==> config.mk <==
export PLATFORM = sky130hd
export DESIGN_NAME = disparity_sched
export DESIGN_NICKNAME = d
export VERILOG_FILES = /design/src/rtl/disparity_sched.sv
export SDC_FILE = /design/constraint.sdc
export NUM_CORES = 1
export LEC_CHECK = 0
export BUFFER_PORTS_ARGS = -buffer_cell sky130_fd_sc_hd__buf_2
export CORE_UTILIZATION = 55
export DETAILED_ROUTE_END_ITERATION = 12
export PLACE_DENSITY = 0.78
export SYNTH_ARGS = -nofsm -noshare
export SYNTH_HDL_FRONTEND = slang
export SYNTH_SLANG_ARGS = --single-unit
==> constraint.sdc <==
create_clock -name clk -period 3.5 [get_ports clk]
set_input_delay 0.7 -clock clk [delete_from_list [all_inputs] [get_ports clk]]
set_output_delay 0.7 -clock clk [all_outputs]
set_load 0.005 [all_outputs]
==> src/rtl/disparity_sched.sv <==
// -----------------------------------------------------------------------------
// disparity_sched
//
// Purpose:
//   Sequences one stereo-matching pixel job at a time. For each accepted pixel
//   it issues MAX_DISP candidate disparities (0..MAX_DISP-1) to an external SAD
//   datapath. It then collects the SAD results, which come back SAD_LATENCY
//   cycles later, and keeps a running minimum. Finally it presents the winning
//   disparity with a valid/ready handshake.
//
// Ports:
//   clk              single clock, rising edge
//   rst              asynchronous, active-high reset
//   i_pix_valid      new pixel job offered
//   o_pix_ready      job accepted when high together with i_pix_valid
//   o_disp_sel       candidate disparity driving the second kernel
//   o_kernels_valid  o_disp_sel is a live candidate this cycle
//   o_sad_ready      pipeline enable for the SAD datapath
//   i_sad_data       SAD result; all-ones means invalid or saturated
//   o_disp_data      winning disparity
//   o_disp_valid     result valid
//   i_disp_ready     downstream accepts the result
//
// Configuration:
//   DISP_SCHED_INVALID_EN - when defined, a job whose candidates all return
//   all-ones reports o_disp_data = all-ones as an invalid marker. When it is
//   not defined, such a job reports disparity 0.
//
// States:
//   state    | meaning
//   ---------+-----------------------------------------------------------
//   S_IDLE   | waiting for a pixel job, o_pix_ready high
//   S_ISSUE  | issuing candidates 0..MAX_DISP-1, one per cycle
//   S_DRAIN  | waiting SAD_LATENCY cycles for the last results to return
//   S_OUTPUT | holding the winning disparity until i_disp_ready
// -----------------------------------------------------------------------------
module disparity_sched #(
  parameter int DATA_WIDTH  = 8,
  parameter int MAX_DISP    = 64,
  parameter int SAD_LATENCY = 2
) (
  input  logic                        clk,
  input  logic                        rst,
  input  logic                        i_pix_valid,
  output logic                        o_pix_ready,
  output logic [$clog2(MAX_DISP)-1:0] o_disp_sel,
  output logic                        o_kernels_valid,
  output logic                        o_sad_ready,
  input  logic [DATA_WIDTH-1:0]       i_sad_data,
  output logic [$clog2(MAX_DISP)-1:0] o_disp_data,
  output logic                        o_disp_valid,
  input  logic                        i_disp_ready
);

  localparam int DISP_WIDTH = $clog2(MAX_DISP);
  localparam int RET_WIDTH  = $clog2(MAX_DISP + 1);
  localparam int LAT_WIDTH  = $clog2(SAD_LATENCY + 1);

  localparam logic [DISP_WIDTH-1:0] LAST_DISP  = DISP_WIDTH'(MAX_DISP - 1);
  localparam logic [LAT_WIDTH-1:0]  LAST_DRAIN = LAT_WIDTH'(SAD_LATENCY - 1);

  typedef enum logic [1:0] {
    S_IDLE   = 2'd0,
    S_ISSUE  = 2'd1,
    S_DRAIN  = 2'd2,
    S_OUTPUT = 2'd3
  } state_t;

  state_t                  r_state;
  state_t                  w_next_state;

  logic [DISP_WIDTH-1:0]   r_issue_cnt;
  logic [LAT_WIDTH-1:0]    r_drain_cnt;
  logic [RET_WIDTH-1:0]    r_ret_cnt;
  logic [SAD_LATENCY-1:0]  r_tag;
  logic [SAD_LATENCY-1:0]  w_tag_shift;
  logic                    w_tag_out;
  logic [DATA_WIDTH-1:0]   r_best;
  logic [DISP_WIDTH-1:0]   r_best_idx;
  logic [DISP_WIDTH-1:0]   w_result;
  logic                    w_accept;

  assign w_accept  = (r_state == S_IDLE) && i_pix_valid;
  assign w_tag_out = r_tag[SAD_LATENCY-1];

  // The tag register mirrors the SAD pipeline. A 1 at its output marks the
  // cycle in which i_sad_data belongs to a real candidate.
  generate
    if (SAD_LATENCY == 1) begin : g_tag_1
      assign w_tag_shift = o_kernels_valid;
    end else begin : g_tag_n
      assign w_tag_shift = {r_tag[SAD_LATENCY-2:0], o_kernels_valid};
    end
  endgenerate

`ifdef DISP_SCHED_INVALID_EN
  // best still all-ones means no candidate produced a usable SAD.
  assign w_result = (r_best == '1) ? '1 : r_best_idx;
`else
  assign w_result = r_best_idx;
`endif

  // ---------------------------------------------------------------------------
  // FSM state register
  // ---------------------------------------------------------------------------
  always_ff @(posedge clk or posedge rst) begin
    if (rst) begin
      r_state <= S_IDLE;
    end else begin
      r_state <= w_next_state;
    end
  end

  // ---------------------------------------------------------------------------
  // FSM next state and outputs
  // ---------------------------------------------------------------------------
  always_comb begin
    w_next_state    = r_state;
    o_pix_ready     = 1'b0;
    o_kernels_valid = 1'b0;
    o_sad_ready     = 1'b0;
    o_disp_valid    = 1'b0;
    o_disp_sel      = '0;
    o_disp_data     = '0;

    case (r_state)
      S_IDLE: begin
        // Reset already forces S_IDLE. Gating with rst keeps ready low
        // while reset is still held.
        o_pix_ready = ~rst;
        if (i_pix_valid) begin
          w_next_state = S_ISSUE;
        end
      end
      S_ISSUE: begin
        o_kernels_valid = 1'b1;
        o_sad_ready     = 1'b1;
        o_disp_sel      = r_issue_cnt;
        if (r_issue_cnt == LAST_DISP) begin
          w_next_state = S_DRAIN;
        end
      end
      S_DRAIN: begin
        o_sad_ready = 1'b1;
        if (r_drain_cnt == LAST_DRAIN) begin
          w_next_state = S_OUTPUT;
        end
      end
      S_OUTPUT: begin
        o_disp_valid = 1'b1;
        o_disp_data  = w_result;
        if (i_disp_ready) begin
          w_next_state = S_IDLE;
        end
      end
      default: begin
        w_next_state = S_IDLE;
      end
    endcase
  end

  // ---------------------------------------------------------------------------
  // Counters, valid tags and running minimum
  // ---------------------------------------------------------------------------
  always_ff @(posedge clk or posedge rst) begin
    if (rst) begin
      r_issue_cnt <= '0;
      r_drain_cnt <= '0;
      r_ret_cnt   <= '0;
      r_tag       <= '0;
      r_best      <= '1;
      r_best_idx  <= '0;
    end else begin
      if (w_accept) begin
        r_issue_cnt <= '0;
        r_drain_cnt <= '0;
        r_ret_cnt   <= '0;
        r_best      <= '1;
        r_best_idx  <= '0;
      end

      if (r_state == S_ISSUE) begin
        r_issue_cnt <= r_issue_cnt + 1'b1;
      end

      if (r_state == S_DRAIN) begin
        r_drain_cnt <= r_drain_cnt + 1'b1;
      end

      if (o_sad_ready) begin
        r_tag <= w_tag_shift;
      end

      // Results return in issue order, so the return counter is the
      // disparity of the SAD on i_sad_data. A strict compare keeps the
      // lowest disparity on a tie.
      if (w_tag_out) begin
        r_ret_cnt <= r_ret_cnt + 1'b1;
        if (i_sad_data < r_best) begin
          r_best     <= i_sad_data;
          r_best_idx <= r_ret_cnt[DISP_WIDTH-1:0];
        end
      end
    end
  end

`ifndef SYNTHESIS
  // Every issued candidate must have returned before the result is shown.
  always_ff @(posedge clk) begin
    if (!rst && r_state == S_OUTPUT) begin
      assert (r_ret_cnt == RET_WIDTH'(MAX_DISP));
    end
  end
`endif

endmodule
# Word level (Yosys, flattened, before mapping)
# Index checks and enable logic that the tools add are counted.
# totals
regBits,33
in_bits,12
out_inout_bits,16
# op_classes
add_sub_neg,3
n_lt_le_gt_ge,1
n_eq_ne,9
n_mux,23
n_bitwise,1
reduce_logical,7
# ops
operator,n
two-way mux 6 bit,7
two-way mux 8 bit,3
two-way mux 7 bit,2
two-way mux 2 bit,6
less-than comparator 8 bit,1
"inequality test 2 bit, second input constant",4
case mux 2 bit (4 select lines),1
"adder 7 x 1 -> 7 bit, second input constant",1
"adder 6 x 1 -> 6 bit, second input constant",1
"equality test 6 bit, second input constant",1
nonzero test 2 bit,3
"equality test 2 x 1 -> 1 bit, second input constant",2
"equality test 2 bit, second input constant",2
two-way mux 1 bit,4
AND reduction 4 bit,1
"adder 2 x 1 -> 2 bit, second input constant",1
zero test 2 bit,1
OR reduction 2 bit,1
logical AND 1 bit,1
NOT 1 bit,1

# Depth between registers and ports, before layout
# depth
word_depth,5
depth_mapped,7
mapped_depth_nobuf,6

# Worst setup path after synthesis
# Ideal clock, no wire load.
# synth_path
kind,input to register
start,input port i_sad_data[5]
end,register r_best[3]
setup_ns,0.082
arrival_time_ns,1.966
path_slack_ns,1.452
path_stages,5
cell_sequence,ha_1 nand4_1 o31ai_4 buf_6 mux2_4
# synth_between
elab_chain_cells,3
# synth_lines
item,line,text
"start, declared",49,"input logic [DATA_WIDTH-1:0] i_sad_data,"
less-than comparator 8 bit,199,if (i_sad_data < r_best) begin
two-way mux 8 bit,199,
two-way mux 8 bit,197,if (w_tag_out) begin
"end signal, assigned",200,r_best <= i_sad_data;
"end, declared",78,logic [DATA_WIDTH-1:0] r_best;
# No other way between the ends.
# A chain may end at the register's enable or synchronous reset.

# Final worst setup path
# layout_path
start,register r_state[1]
end,output port o_disp_sel[0]
# layout_between
elab_chain_cells,2
# layout_lines
item,line,text
"start, declared",69,state_t r_state;
"start signal, assigned",110,r_state <= w_next_state;
equality test 2 x 1 -> 1 bit,126,case (r_state)
two-way mux 6 bit,126,
"end, declared",46,"output logic [$clog2(MAX_DISP)-1:0] o_disp_sel,"
# No other way between the ends.

==> reports/results.ini <==
[setup_path]
cp-start-kind=flip-flop
critical_path.max_fanout=19
setup.worst_path.class=reg2out
cp.required_ns=2.80
end_kind=output pin
critPathArrivalTime_ns=1.73

[yosys]
syn_avg_cell_area_um2=10.5
synth_area_um2=1830
synth_compound_area_frac=0.115
yosysUniqueCellTypes=28
async_flop_share=1.00
synth_edf_count=0
ys_ff_latch=32
synth_fa_ha_area_frac=0.102
synth-main-ff-cell=dfrtp_1
synthSimpleGateAreaFrac=0.148
ys_seq_area_frac=0.443
synthMuxAreaShare=0.137
syn_inst=175
syn_nets=202
synth_top_family_by_area=simple AND/OR/NAND/NOR gates
synth_xor_area_frac=0
synth_warnings=0

[timing]
slew_viol_final=0
tns_ns=0
rsz0062_at_grt=false
tightest_slew_ns=1.16
fin_skew_ns=0.0119
final.period_utilization=0.694
max_freq_ghz=0.412
slew_headroom=0.223
hold_viol=0
hold-worst-slack_ns=0.498
setup_viol=0
period_needed_ns=2.43

[placement]
dp.cells=240
io_buffer_count=27
dp_hpwl_um=2420
gp_congestion=0.768

[final_layout]
nets=230
final_cell_mix=27 x buf_2, 24 x dfrtp_1, 23 x nand2_1
final_core_util=0.662
final_common_cell=buf_2
num-fill-cells=279
syn_to_final_growth_pct=12.1
diodes=0
layout-drive-gt1-share=0.289
stdcell_count=248

[cts]
hold_buffers=0
postCtsSetupBuffers=0
cts-root-buf=clkbuf_4
clock_path_buffers=2
clkSinkCount=32
numCtsBuffers=5
cts_tree=built
path_clk_slew_ns=0.10
cts_resized=0
htreeDepth=2
clock_latency_ns=0.34

[global_route]
grt_pass1_wl_um=5410
grt_pass1_vias=1236
grt_use_met2=0.356
grt-busiest-layer=met2
gr-usage-met3=0.0584
grt_max_degree=33
grt_overflow=0
met1_usage=0.249
grt_use_total=0.209
antenna_found_initial=0

[routing]
dr.pass1.iters=4
vias=1314
drt_wl_total_um=3200
drt_iter0_drc=31
avgRoutedWirePerCell_um=12.9
ant_nets=0
viasPerCell=5.30
drc=0

[outcome]
status=complete, no violations

[flow_run]
cap_viol_max_count=0

[floorplan]
start_util=0.590
top_level_ports=28
fp.dieH_um=59.7
std_cell_rows=20
die_area_um2=3570
core_um2=3100
die_w_um=59.7

[pwr]
p_leak_nw=1.06
p_per_area_nw_per_um2=745
ir_drop_uv=393

[worst_hold_path]
hp-class=reg2reg

==> sequential cells by signal, indices dropped and copies added, names as in the netlist <==
name         cells
r_best           8
r_best_idx       6
r_drain_cnt      2
r_issue_cnt      6
r_ret_cnt        6
r_state          2
r_tag            2
==> kinds of logic after synthesis <==
family,count (synthesis)
simple gates,53
fa+ha+maj,15
compound gates,28
flops,32
buf+inv,25
mux,22
==> critical path, stage by stage (launching register included) <==
cell	delay (ns)
dfrtp_1	0.43
inv_1	0.12
ha_1	0.51
and2_1	0.22
buf_2	0.11
==> cells in the mapped netlist, types with 2 or more instances <==
library cell / number / share of area
a21oi_1: 4 / 0.011
and2_1: 12 / 0.041
clkbuf_1: 5 / 0.010
dfrtp_1: 24 / 0.33
dfstp_2: 8 / 0.11
ha_1: 15 / 0.10
inv_1: 19 / 0.039
mux2_2: 9 / 0.055
mux2_4: 4 / 0.033
mux2i_1: 9 / 0.049
nand2_1: 23 / 0.047
nand2b_1: 3 / 0.010
nand3_1: 5 / 0.014
nand4_1: 4 / 0.014
nor2_1: 2 / 0.0041
nor2b_1: 3 / 0.010
o211ai_1: 2 / 0.0082
o21ai_0: 12 / 0.033
o221ai_1: 2 / 0.0096
o31ai_1: 2 / 0.0082
==> layout make-up <==
type	instances	area, um^2	area share
clock buffer	6	51.3	0.0250
timing repair buffer	27	135	0.0658
inverter	19	71.3	0.0347
multi-input combinational	118	920	0.448
tap	44	55.1	0.0268
sequential	32	811	0.395
clock inverter	2	10.0	0.00488
==> worst paths after layout <==
| path | endpoint | from | slack (ns) | cells after the start |
|---|---|---|---|---|
| setup reg to reg | r_best[0] | r_best[5] | 1.21 | 5 |
| setup / recovery | o_disp_sel[0] | r_state[1] | 1.07 | 4 |
| hold reg to reg | r_ret_cnt[5] | r_ret_cnt[5] | 0.50 | 1 |
| min in group asynchronous | r_state[0] | rst | 0.66 | 2 |
| hold / removal | r_ret_cnt[5] | r_ret_cnt[5] | 0.50 | 1 |
| max in group asynchronous | r_best_idx[3] | rst | 2.12 | 2 |
==> power breakdown <==
part,switching (W),internal [W],leakage [nW]
clock,0.000124,0.0000955,0.0380
combinational,0.000358,0.000334,0.618
sequential,0.0000952,0.000522,0.402
==> routing by layer <==
metal	share of wire	wire length, um
met1	0.46	1460
met5	0	0
met3	0.044	142
met2	0.48	1540
met4	0.016	51
==> per-stage QoR <==
step | worst slack [ns] | power (W) | instance area [um^2]
3_3_place_gp | 1.00 | 0.00128 | 1990
2_1_floorplan | 1.45 | 0.00116 | 1830
6_report | 1.07 | 0.00153 | 2050
3_5_place_dp | 0.940 | 0.00133 | 1990
5_1_grt | 0.933 | 0.00166 | 2050
4_1_cts | 1.07 | 0.00155 | 2050
Power figures use the tool's default switching activity.
